--- src/rtl/if_id_queue.sv ---
// IF/ID decoupling queue: DEPTH-entry in-order circular buffer carrying
// {pc, instr, exception_type} with valid/ready handshakes and an exception flush.
module if_id_queue #(
  parameter int unsigned ADDR_W = 32,
  parameter int unsigned INST_W = 32,
  parameter int unsigned EXC_W  = 6,
  parameter int unsigned DEPTH  = 2,
  localparam int unsigned CNT_W = $clog2(DEPTH) + 1
) (
  input  logic              clk,
  input  logic              rst,
  input  logic              flush,
  input  logic              if_valid,
  output logic              if_ready,
  input  logic [ADDR_W-1:0] if_pc,
  input  logic [INST_W-1:0] if_instr,
  input  logic [EXC_W-1:0]  if_exception_type,
  output logic              id_valid,
  input  logic              id_ready,
  output logic [ADDR_W-1:0] id_pc,
  output logic [INST_W-1:0] id_instr,
  output logic [EXC_W-1:0]  id_exception_type,
  output logic [CNT_W-1:0]  count
);

  localparam int unsigned PTR_W = $clog2(DEPTH);
  localparam logic [CNT_W-1:0] FULL_CNT = CNT_W'(DEPTH);

  logic [ADDR_W-1:0] pc_mem_q    [DEPTH];
  logic [INST_W-1:0] instr_mem_q [DEPTH];
  logic [EXC_W-1:0]  exc_mem_q   [DEPTH];

  logic [PTR_W-1:0] wr_ptr_q, wr_ptr_d;
  logic [PTR_W-1:0] rd_ptr_q, rd_ptr_d;
  logic [CNT_W-1:0] count_q, count_d;

  logic full, empty, push, pop;

  // Handshake terms depend on registered occupancy only.
  assign full  = (count_q == FULL_CNT);
  assign empty = (count_q == '0);
  assign push  = if_valid && !full;
  assign pop   = id_ready && !empty;

  assign if_ready = !full;
  assign id_valid = !empty;
  assign count    = count_q;

  always_comb begin
    wr_ptr_d = wr_ptr_q;
    rd_ptr_d = rd_ptr_q;
    count_d  = count_q;
    if (flush) begin
      wr_ptr_d = '0;
      rd_ptr_d = '0;
      count_d  = '0;
    end else begin
      if (push) wr_ptr_d = wr_ptr_q + PTR_W'(1);
      if (pop)  rd_ptr_d = rd_ptr_q + PTR_W'(1);
      unique case ({push, pop})
        2'b10:   count_d = count_q + CNT_W'(1);
        2'b01:   count_d = count_q - CNT_W'(1);
        default: count_d = count_q;
      endcase
    end
  end

  always_ff @(posedge clk) begin
    if (!rst) begin
      wr_ptr_q <= '0;
      rd_ptr_q <= '0;
      count_q  <= '0;
    end else begin
      wr_ptr_q <= wr_ptr_d;
      rd_ptr_q <= rd_ptr_d;
      count_q  <= count_d;
    end
  end

  // Storage needs no reset: occupancy gates every read of it.
  always_ff @(posedge clk) begin
    if (push) begin
      pc_mem_q[wr_ptr_q]    <= if_pc;
      instr_mem_q[wr_ptr_q] <= if_instr;
      exc_mem_q[wr_ptr_q]   <= if_exception_type;
    end
  end

  always_comb begin
    id_pc             = '0;
    id_instr          = '0;
    id_exception_type = '0;
    if (!empty) begin
      id_pc             = pc_mem_q[rd_ptr_q];
      id_instr          = instr_mem_q[rd_ptr_q];
      id_exception_type = exc_mem_q[rd_ptr_q];
    end
  end

endmodule
--- config.mk ---
export PLATFORM = sky130hd
export DESIGN_NAME = if_id_queue
export DESIGN_NICKNAME = d
export VERILOG_FILES = /design/src/rtl/if_id_queue.sv
export SDC_FILE = /design/constraint.sdc
export NUM_CORES = 1
export LEC_CHECK = 0
export ABC_CLOCK_PERIOD_IN_PS = 5550
export BUFFER_PORTS_ARGS = -buffer_cell sky130_fd_sc_hd__buf_2
export CORE_MARGIN = 5
export CORE_UTILIZATION = 25
export CTS_CLUSTER_SIZE = 14
export DETAILED_ROUTE_END_ITERATION = 8
export GPL_ROUTABILITY_DRIVEN = 0
export GPL_TIMING_DRIVEN = 0
export PLACE_DENSITY = 0.56
export SYNTH_ARGS = -nofsm -noshare
export SYNTH_HDL_FRONTEND = slang
export SYNTH_SLANG_ARGS = --single-unit
--- constraint.sdc ---
create_clock -name clk -period 5.55 [get_ports clk]
set_input_delay 0.2775 -clock clk [delete_from_list [all_inputs] [get_ports clk]]
set_output_delay 0.2775 -clock clk [all_outputs]
set_load 0.01 [all_outputs]
**Word level (Yosys, flattened, before mapping)**

Memory sizes are Yosys's and may differ from the RTL's. A register that Yosys moved wholly into a read port is not among the register bits.
Index checks and enable logic that the tools add are counted.

- Flip-flop bits (word level): 4
- Memory bits (writable): 140
- Bits of input ports: 75
- Output and inout bits: 74
- Logic and storage cells: 33
- Memories: 3

- $add $sub $neg: 4
- Equality and inequality tests: 3
- Muxes and demuxes: 12
- Bitwise logic cells: 1
- Reductions and logical operators: 7

Memory list:

| memory | words | bits a word | rd ports | clocked after Yosys merged registers in | wr ports | line | RTL |
|---|---|---|---|---|---|---|---|
| instr_mem_q | 2 | 32 | 1 | 1 | 1 | 30 | `logic [INST_W-1:0] instr_mem_q [DEPTH];` |
| pc_mem_q | 2 | 32 | 1 | 1 | 1 | 29 | `logic [ADDR_W-1:0] pc_mem_q [DEPTH];` |
| exc_mem_q | 2 | 6 | 1 | 1 | 1 | 31 | `logic [EXC_W-1:0] exc_mem_q [DEPTH];` |

Operators by type and width:

| cell | count |
|---|---|
| $mux 32 | 2 |
| $mux 1 | 8 |
| $mux 6 | 1 |
| $eq 2x2->1 const B | 2 |
| $pmux 2 s2 | 1 |
| $add 1x1->1 const B | 2 |
| $add 2x1->2 const B | 1 |
| $eq 2x1->1 const B | 1 |
| $logic_and 1x1->1 | 2 |
| $logic_not 1->1 | 2 |
| $logic_not 2->1 | 1 |
| $reduce_bool 2->1 | 1 |
| $reduce_or 2->1 | 1 |
| $sub 2x1->2 const B | 1 |
| $not 1->1 | 1 |

**Depth between registers and ports, before layout**

- Word-level depth: 5
- Mapped depth: 6
- Mapped depth without buffers: 6

**Worst setup path after synthesis**

Ideal clock, no wire load.

- Kind: register to register
- From: register count_q[0], in the netlist count[0]
- To: memory exc_mem_q[1][0] (enable)
- Setup time: 0.436 ns
- Data arrival time: 2.427 ns
- Path slack: 2.687 ns
- Stages on the path, launching flop included: 3
- Period minus slack after synthesis: 2.863 ns
- Cell sequence: dfxtp_1 -> nand2b_1 -> and3_1

- Longest elaborated chain between the ends: 5

RTL lines:

| what | line | RTL |
|---|---|---|
| start: declaration | 35 | `logic [CNT_W-1:0] count_q, count_d;` |
| start signal: assignment | 76 | `count_q <= count_d;` |
| $eq 2x2->1 | 40 | `assign full = (count_q == FULL_CNT);` |
| $logic_not 1->1 | - |  |
| net if_ready | 14 | `output logic if_ready,` |
| $logic_and 1x1->1 | 42 | `assign push = if_valid && !full;` |
| $mux 1 | 82 | `if (push) begin` |
| $mux 1 (not written as such) | 85 | `exc_mem_q[wr_ptr_q] <= if_exception_type;` |
| end: declaration | 31 |  |

The timed path passes the listed nets, and every way through them passes these cells.

**Worst setup path in the final report**

- From: register count_q[0], in the netlist count[0]
- To: output id_pc[12]

- Longest elaborated chain between the ends: 2

RTL lines:

| what | line | RTL |
|---|---|---|
| $logic_not 2->1 | 41 | `assign empty = (count_q == '0);` |
| $mux 32 | 93 | `if (!empty) begin` |
| end: declaration | 20 | `output logic [ADDR_W-1:0] id_pc,` |

Every way passes these cells.

==> flow_metrics.tcl <==
set metrics [dict create \
    status "completed" \
    cts.clk_slew.worst_paths_ps 60 \
    p_switching_mw 0.5451 \
    p_clk_frac 0.445 \
    fill_cells 2154 \
    grt_start_max_net_pins 46 \
    ys_ff_latch 145 \
    wl_met2_um 5948 \
    dr.pass1.iters 4 \
    worstPathBufferInverterCount 2 \
    final_area_sq_mm 0.007229 \
    pwr-share-seq 0.483 \
    die_y_um 158.0 \
    first_iter_violations 106 \
    wirelength_um 12210 \
    post_dp_cell_area_sq_mm 0.006628 \
    cts_resized 0 \
    dieArea_sq_mm 0.02495 \
    fin_util 0.3333 \
    cp.required_ps 5270 \
    slowest_stage "nor2_1" \
    min_period_over_period 0.4468 \
    grt_use_total 0.09842 \
    drc 0 \
    hold_path_class "primary input to flip-flop" \
    h-tree-depth 4 \
    postCtsSetupRepairBufs 0 \
    crit_type "flip-flop to output pin" \
    worst_ep_arrival_time_ps 2200 \
    period_minus_slack_ps 2480 \
    cts_buffers 17 \
    max_clock_freq_mhz 403.3 \
    drv_slew 0 \
    drv_cap 0 \
    clock_skew_ps 5.917 \
    synth_cell_types 17 \
    drt-met1-wl_um 5197 \
    internal_power_mw 2.078 \
    leakage_nw 2.725 \
    slew_headroom 0.3799 \
    wl_met3_um 917 \
    via_per_inst 4.018 \
    port_buffers 148 \
    hold_viol_final 0 \
    setup-tns-final_ps 0 \
    ys_seq_area_frac 0.7863 \
    syn_inst 322 \
    layout-drive-gt1-share 0.3849 \
    path_max_fanout 10 \
    grt_pass1_vias 3371 \
    path_delay_family "simple AND/OR/NAND/NOR gates" \
    sw_frac_of_total 0.2078 \
    syn-cell-area_sq_mm 0.005474 \
    ctsHoldBuffers 0 \
    fp-row-count 54 \
    antenna_found_initial 2 \
    fin_nets 567 \
    syn_avg_cell_area_sq_um 17.00 \
    p_total_mw 2.623 \
    postRouteAntennaNets 0 \
    clock-sinks 145 \
    root_buffer "clkbuf_16" \
    max-clock-path-buffers 2 \
    ir_worst_vdd_mv 0.1924 \
    final_cells 784 \
    grt_remaining_overflow 0 \
    finalSetupViolCount 0 \
    dp_cells 752 \
    critPathMaxStageDelay_ps 720 \
    syn_nets 398 \
    cts_tree "built" \
    antenna_cells 0 \
    combinationalPowerShare 0.072 \
    ys_warn_count 0 \
    die_x_um 158.0 \
    wl_per_cell_um 15.57 \
    dp_hpwl_um 8394 \
    startpoint_type "flip-flop" \
    crit_chain "nor2_1 -> buf_2 -> nor2_1 -> buf_2" \
    worstMarginPinSlew_ps 926.8 \
    start_util 0.2524 \
    crit_path_end_kind "output pin" \
    area_delta_synth_final_pct 32.07 \
    via_count 3150 \
    clk_latency_ps 400 \
    dr.max_layer_used "met5" \
    fp.coreArea_sq_mm 0.02169 \
    power_density_mw_per_mm2 362.8 \
    grt_pass1_wl_um 18210 \
    grt_setup_unrepaired "no" \
    io_pins 149 \
]
state kept, by name, indices dropped and copies added (netlist names), named ones only:
signal	flops
exc_mem_q	12
pc_mem_q	64
count	2
instr_mem_q	64
rd_ptr_q	1
wr_ptr_q	1
metal layers:
| layer | global-route usage | up-vias |
|---|---|---|
| li1 | - | 1531 |
| met3 | 0.03964 | 12 |
| met4 | 0.03168 | 4 |
| met1 | 0.1149 | 1501 |
| met5 | 0 | - |
| met2 | 0.1662 | 102 |
area by class of cell:
| cell class | count | area (sq um) | share of cell area |
|---|---|---|---|
| clock buffer | 20 | 436.7 | 0.06040 |
| sequential | 145 | 4304 | 0.5954 |
| multi-input combinational | 159 | 1089 | 0.1506 |
| timing repair buffer | 150 | 795.8 | 0.1101 |
| clock inverter | 12 | 165.2 | 0.02285 |
| tap | 280 | 350.3 | 0.04846 |
| inverter | 3 | 13.76 | 0.001904 |
| buffer | 15 | 75.07 | 0.01038 |
synthesized netlist by cell type:
library cell | count | area, sq um
edfxtp_1 | 140 | 4204
nor2_1 | 74 | 277.8
mux2i_1 | 70 | 700.7
buf_2 | 15 | 75.07
dfxtp_1 | 5 | 100.1
inv_1 | 3 | 11.26
a21oi_1 | 2 | 10.01
nand2b_1 | 2 | 12.51
o21ai_0 | 2 | 10.01
xor2_1 | 2 | 17.52
a21bo_2 | 1 | 10.01
and3_1 | 1 | 6.260
ha_1 | 1 | 12.51
nand2_1 | 1 | 3.750
nand3b_1 | 1 | 7.510
or3_1 | 1 | 6.260
xnor2_1 | 1 | 8.760
cells by family after synthesis:
family | share of synthesized area
DFF | 0.7863
muxes | 0.1280
xor gates and xnor gates | 0.004801
AOI/OAI and AO/OA | 0.005486
and+or+nand+nor | 0.05737
buffers and inverters | 0.01577
adders and majority gates | 0.002285
through the flow:
step	hold WS (ps)	worst slack (ps)
6_report	59.39	3070
3_5_place_dp	469.6	3376
5_1_grt	25.02	2856
2_1_floorplan	376.4	2687
3_3_place_gp	464.8	1727
4_1_cts	27.38	2912
worst paths after layout:
| check | start | endpoint | slack (ps) | depth (start not counted) |
|---|---|---|---|---|
| min reg2reg | rd_ptr_q | flip-flop | 510 | 2 |
| min | if_exception_type[3] | exc_mem_q[0][3] | 60 | 1 |
| max reg2reg | count[0] | pc_mem_q[0][25] | 3740 | 4 |
| max | count[0] | id_pc[12] | 3070 | 4 |
cells in the final DEF (no fill, tap or decap), types with 2 or more instances in the layout:
| master | count |
|---|---|
| bufinv_16 | 4 |
| a21oi_1 | 2 |
| clkbuf_1 | 3 |
| buf_16 | 2 |
| clkinvlp_4 | 2 |
| inv_1 | 2 |
| nand2b_1 | 2 |
| nor2_1 | 74 |
| clkbuf_16 | 17 |
| clkinv_2 | 2 |
| xor2_1 | 2 |
| o21ai_0 | 2 |
| dfxtp_1 | 5 |
| edfxtp_1 | 140 |
| buf_2 | 163 |
| clkinv_1 | 3 |
| mux2i_1 | 70 |
power groups by stage:
| stage | combinational [mW] | clock (mW) | sequential, mW |
|---|---|---|---|
| 4_1_cts | 0.196 | 1.21 | 1.27 |
| 2_1_floorplan | 0.0950 | 0 | 1.29 |
| 3_5_place_dp | 0.196 | 0 | 1.29 |
| 5_1_grt | 0.211 | 1.26 | 1.27 |
| 6_report | 0.189 | 1.17 | 1.27 |
| 3_3_place_gp | 0.185 | 0 | 1.29 |
No activity file was read; power rests on OpenSTA's default activity.
